===== src/rtl/mmul_operand_sequencer.sv =====
// Operand framing front end for the matrix multiplier: validates a dimension command, then tags A and B elements with row/col/last.
// Optional abort support is enabled by defining MMUL_SEQ_ABORT_EN.
module mmul_operand_sequencer #(
   parameter int DATA_W  = 16,
   parameter int DIM_W   = 4,
   parameter int MAX_DIM = 8
) (
   input  logic              clk_i,
   input  logic              rst_n_i,
   input  logic              cmd_valid_i,
   output logic              cmd_ready_o,
   input  logic [DIM_W-1:0]  cmd_ra_i,
   input  logic [DIM_W-1:0]  cmd_ca_i,
   input  logic [DIM_W-1:0]  cmd_rb_i,
   input  logic [DIM_W-1:0]  cmd_cb_i,
   input  logic              in_valid_i,
   output logic              in_ready_o,
   input  logic [DATA_W-1:0] in_data_i,
   output logic              out_valid_o,
   input  logic              out_ready_i,
   output logic [DATA_W-1:0] out_data_o,
   output logic              out_sel_o,
   output logic [DIM_W-1:0]  out_row_o,
   output logic [DIM_W-1:0]  out_col_o,
   output logic              out_last_o,
   output logic              done_o,
   output logic              err_o,
   output logic [1:0]        err_code_o
`ifdef MMUL_SEQ_ABORT_EN
   ,
   input  logic              abort_i,
   output logic              aborted_o
`endif
);

   localparam logic [DIM_W-1:0] MAX_V = DIM_W'(MAX_DIM);
   localparam logic [DIM_W-1:0] ONE_V = DIM_W'(1);

   typedef enum logic [2:0] {
      IDLE,
      STREAM_A,
      STREAM_B,
      FIN,
      REJ
   } state_t;

   state_t           state_q, state_d;
   logic [DIM_W-1:0] ra_q, ra_d, ca_q, ca_d, rb_q, rb_d, cb_q, cb_d;
   logic [DIM_W-1:0] row_q, row_d, col_q, col_d;
   logic             sel_q, sel_d;
   logic [1:0]       err_code_q, err_code_d;
`ifdef MMUL_SEQ_ABORT_EN
   logic             aborted_q, aborted_d;
`endif

   logic             streaming;
   logic             xfer;
   logic [DIM_W-1:0] cur_rows, cur_cols;
   logic             row_end, col_end, last_elem;

   // The active matrix is chosen by sel: A uses RA x CA, B uses RB x CB.
   assign streaming = (state_q == STREAM_A) || (state_q == STREAM_B);
   assign xfer      = streaming && in_valid_i && out_ready_i;
   assign cur_rows  = sel_q ? rb_q : ra_q;
   assign cur_cols  = sel_q ? cb_q : ca_q;
   assign row_end   = (row_q == cur_rows - ONE_V);
   assign col_end   = (col_q == cur_cols - ONE_V);
   assign last_elem = row_end && col_end;

   always_ff @(posedge clk_i) begin
      if (!rst_n_i) begin
         state_q    <= IDLE;
         ra_q       <= '0;
         ca_q       <= '0;
         rb_q       <= '0;
         cb_q       <= '0;
         row_q      <= '0;
         col_q      <= '0;
         sel_q      <= 1'b0;
         err_code_q <= 2'b00;
`ifdef MMUL_SEQ_ABORT_EN
         aborted_q  <= 1'b0;
`endif
      end else begin
         state_q    <= state_d;
         ra_q       <= ra_d;
         ca_q       <= ca_d;
         rb_q       <= rb_d;
         cb_q       <= cb_d;
         row_q      <= row_d;
         col_q      <= col_d;
         sel_q      <= sel_d;
         err_code_q <= err_code_d;
`ifdef MMUL_SEQ_ABORT_EN
         aborted_q  <= aborted_d;
`endif
      end
   end

   always_comb begin
      state_d    = state_q;
      ra_d       = ra_q;
      ca_d       = ca_q;
      rb_d       = rb_q;
      cb_d       = cb_q;
      row_d      = row_q;
      col_d      = col_q;
      sel_d      = sel_q;
      err_code_d = err_code_q;
`ifdef MMUL_SEQ_ABORT_EN
      aborted_d  = 1'b0;
`endif
      case (state_q)
         IDLE: begin
            if (cmd_valid_i) begin
               ra_d  = cmd_ra_i;
               ca_d  = cmd_ca_i;
               rb_d  = cmd_rb_i;
               cb_d  = cmd_cb_i;
               row_d = '0;
               col_d = '0;
               sel_d = 1'b0;
               // Checks are prioritised: inner-dimension mismatch, then zero, then oversize.
               if (cmd_ca_i != cmd_rb_i) begin
                  state_d    = REJ;
                  err_code_d = 2'b01;
               end else if ((cmd_ra_i == '0) || (cmd_ca_i == '0) ||
                            (cmd_rb_i == '0) || (cmd_cb_i == '0)) begin
                  state_d    = REJ;
                  err_code_d = 2'b10;
               end else if ((cmd_ra_i > MAX_V) || (cmd_ca_i > MAX_V) ||
                            (cmd_rb_i > MAX_V) || (cmd_cb_i > MAX_V)) begin
                  state_d    = REJ;
                  err_code_d = 2'b11;
               end else begin
                  state_d = STREAM_A;
               end
            end
         end
         STREAM_A, STREAM_B: begin
            if (xfer) begin
               if (last_elem) begin
                  row_d = '0;
                  col_d = '0;
                  if (state_q == STREAM_A) begin
                     sel_d   = 1'b1;
                     state_d = STREAM_B;
                  end else begin
                     sel_d   = 1'b0;
                     state_d = FIN;
                  end
               end else if (col_end) begin
                  col_d = '0;
                  row_d = row_q + ONE_V;
               end else begin
                  col_d = col_q + ONE_V;
               end
            end
         end
         FIN: begin
            sel_d   = 1'b0;
            state_d = IDLE;
         end
         REJ: begin
            state_d = IDLE;
         end
         default: begin
            state_d = IDLE;
         end
      endcase
`ifdef MMUL_SEQ_ABORT_EN
      // Abort overrides everything, including a simultaneous final transfer.
      if (streaming && abort_i) begin
         state_d   = IDLE;
         row_d     = '0;
         col_d     = '0;
         sel_d     = 1'b0;
         aborted_d = 1'b1;
      end
`endif
   end

   always_comb begin
      cmd_ready_o = 1'b0;
      in_ready_o  = 1'b0;
      out_valid_o = 1'b0;
      out_last_o  = 1'b0;
      done_o      = 1'b0;
      err_o       = 1'b0;
      case (state_q)
         IDLE: begin
            cmd_ready_o = 1'b1;
         end
         STREAM_A, STREAM_B: begin
            in_ready_o  = out_ready_i;
            out_valid_o = in_valid_i;
            out_last_o  = last_elem;
         end
         FIN: begin
            done_o = 1'b1;
         end
         REJ: begin
            err_o = 1'b1;
         end
         default: begin
            cmd_ready_o = 1'b0;
         end
      endcase
   end

   assign out_data_o = in_data_i;
   assign out_sel_o  = sel_q;
   assign out_row_o  = row_q;
   assign out_col_o  = col_q;
   assign err_code_o = err_code_q;
`ifdef MMUL_SEQ_ABORT_EN
   assign aborted_o  = aborted_q;
`endif

endmodule


===== config.mk =====
export PLATFORM = sky130hd
export DESIGN_NAME = mmul_operand_sequencer
export DESIGN_NICKNAME = d
export VERILOG_FILES = /design/src/rtl/mmul_operand_sequencer.sv
export SDC_FILE = /design/constraint.sdc
export NUM_CORES = 1
export LEC_CHECK = 0
export CORE_MARGIN = 2
export CORE_UTILIZATION = 23
export DETAILED_ROUTE_END_ITERATION = 6
export PLACE_DENSITY_LB_ADDON = 0.08
export SYNTH_ARGS = -nofsm -noshare
export SYNTH_HDL_FRONTEND = slang
export SYNTH_SLANG_ARGS = --single-unit

===== constraint.sdc =====
create_clock -name clk_i -period 4.7 [get_ports clk_i]
set_input_delay 0.94 -clock clk_i [delete_from_list [all_inputs] [get_ports clk_i]]
set_output_delay 0.94 -clock clk_i [all_outputs]
set_load 0.02 [all_outputs]

==> metrics <==
total of max-cap violations 0; HP Class flop to flop; Buffers on Ports 37; layout cell share with drive strength beyond 1 6.967%; GRT Total Usage 11.40%; drt first pass iters 3; Worst Tran Pin Value 0.7813 ns; Top Family by Delay on Critical Path buffers and inverters; Placer Congestion 0.7437; minimum clock period 4.044 ns; crit-path most repeated cell mux2i_1; status completed; Pwr Density 256.1 nW/µm²; final worst-path cycle share between 80% and 90%; CTS H-tree depth 2; Post-synth EDFFs 0; critical path cell sequence buf_4 > mux2i_1 > ha_1 > xnor2_1 > nand4bb_1 > mux2i_1 > o2111ai_1 > nor2_1 > clkdlybuf4s50_1; vias in the first global route 1498; I/O pin cnt 70; fin cells 346; WL per Instance 13.54 µm; critical path class flop to output port; Hold Worst Slack 0.4625 ns; Final Hold Vio Count 0; slowest stage delay, CP 0.63 ns; n_diodes 0; CTS sink cnt 30; FF+latch count, synth 30; Setup WS post-layout 0.6561 ns; Gate Count Post-Synth 223; syn avg cell area between 8 and 9 µm²; Async S/R FF share, synth 0%; crit end category output port; final setup violating endpoints 0; via count roughly 1600; fin nets 285; initial antenna violation count 0; Area after DPL 2185 µm²; Initial Utilization 23.75%; Slew headroom 47.85%; cts hold-fix bufs 0; Vias/cell 4.517; Post-Route Skew 0.01011 ns; Distinct cells, synth 47; Starting DRT DRC Count ~50; Achievable Freq around 250 MHz; Die ar. between 8000 and 9000 µm²; Core Rows 32; area of the multi-input gates 1064 µm²; ANT nets after route 0; fin area 2263 µm²; RSZ-0062 raised after global routing no; highest-count cells in the layout ignoring fill and taps nand2_1, clkdlybuf4s50_1, dfxtp_1; Worst path slowest cell clkdlybuf4s50_1; DP Worst Slack 0.9330 ns; largest net degree at the start of global routing 24; syn nets 264; Cell Area, Synth approximately 1800 µm²; clock-pin slew on the worst setup and hold paths 0.08 ns; most common cell after layout, fill and taps aside nand2_1; CP Launch Type flop; max-slew violations 0; post-DP HPWL 3.550 mm; grt total ovfl 0; setup TNS 0 ns; ys flop type dfxtp_1; Placed Instances 339; global-route wire length before repair 7.824 mm; Worst-Skew Late Latency 0.28 ns; P&R area growth vs syn 23.31%; CTS tree built; Die Y between 90 and 100 µm; Root Driver clkbuf_8; Pwr Total around 0.58 mW; Leak 0.7766 nW; setup bufs post-CTS 0; Final Routed Wirelength 4.685 mm; post-synthesis sequential area ratio 32.72%; Layout Utilization 29.29%; Crit path buffers/inverters 2; worst-path fanout max 14; CP required approximately 3.8 ns; Layout fillers ~850; Num CTS Buffers 5; Max VDD drop 77.16 µV; Ys Warns 0; crit path DAT 3.10 ns; FF/Latch Area 600.6 µm²; Resized cells post-CTS 0; Core Area between 7000 and 8000 µm²; DRC viols 0; DIE WIDTH about 93 µm; CTS max path bufs 2
==> synthesized netlist by cell type, types with 4 or more instances <==
master	number	share of area (%)
xnor2_1	7	3.3
nand2_1	40	8.2
ha_1	4	2.7
dfxtp_1	30	33
buf_4	16	6.5
xor2_1	11	5.2
nor4_1	7	2.4
nor3_1	5	1.4
mux2i_1	10	5.5
a21oi_1	18	4.9
clkbuf_1	6	1.2
nor2_1	13	2.7
o21ai_0	5	1.4
==> flip-flops by register name, summed over array words and instances, names as in the netlist <==
register	count
state_q	3
cb_q	4
ra_q	4
out_col_o	4
out_row_o	4
out_sel_o	1
err_code_o	2
ca_q	4
rb_q	4
==> layer usage <==
layer	global-route usage, %	up-vias	part of all wire [%]
met4	3.554	0	0.55
met3	2.659	4	3.9
met5	0	-	0
li1	-	812	-
met2	16.25	33	42
met1	16.81	714	53
==> report_power, final <==
group | internal, mW | switching [mW]
combinational | 0.0477 | 0.0530
sequential | 0.265 | 0.00910
clock | 0.0994 | 0.105
==> worst register-to-register path, delay by kind of cell (launching register included) <==
kind            cells  cell delay (ns)
mux                 2             0.55
fa+ha+maj           1             0.20
buf+inv             1             0.23
compound gates      3             0.86
simple gates        1             0.14
xor+xnor            1             0.18
flops               1             0.31
==> cell type report <==
| cell class | count | share of cell area, % |
|---|---|---|
| clock inverters | 2 | 0.4422 |
| clock buffers | 5 | 3.040 |
| repair buffers | 39 | 17.03 |
| well taps | 102 | 5.638 |
| multi-input cells | 166 | 46.99 |
| inverters | 2 | 0.3317 |
| flip-flops and latches | 30 | 26.53 |
==> kinds of logic (layout without fill, tap and decap cells) <==
group           after synthesis  in the layout  share of synthesized area (%)
buf+inv                      27             48                          9.339
flops                        30             30                          32.72
xor+xnor                     18             18                          8.589
fa+ha+maj                     4              4                          2.727
simple gates                 92             92                          25.77
compound gates               41             41                          14.18
mux                          11             11                          6.680
==> final timing paths <==
path	depth (start not counted)	slack (ns)	to	from
setup / recovery	9	0.66	out_last_o	out_sel_o
hold / removal	2	0.46	cb_q[2]	cb_q[2]
setup reg to reg	9	2.13	state_q[0]	out_sel_o
hold reg to reg	2	0.46	cb_q[2]	cb_q[2]
(Power assumes the default switching activity.)
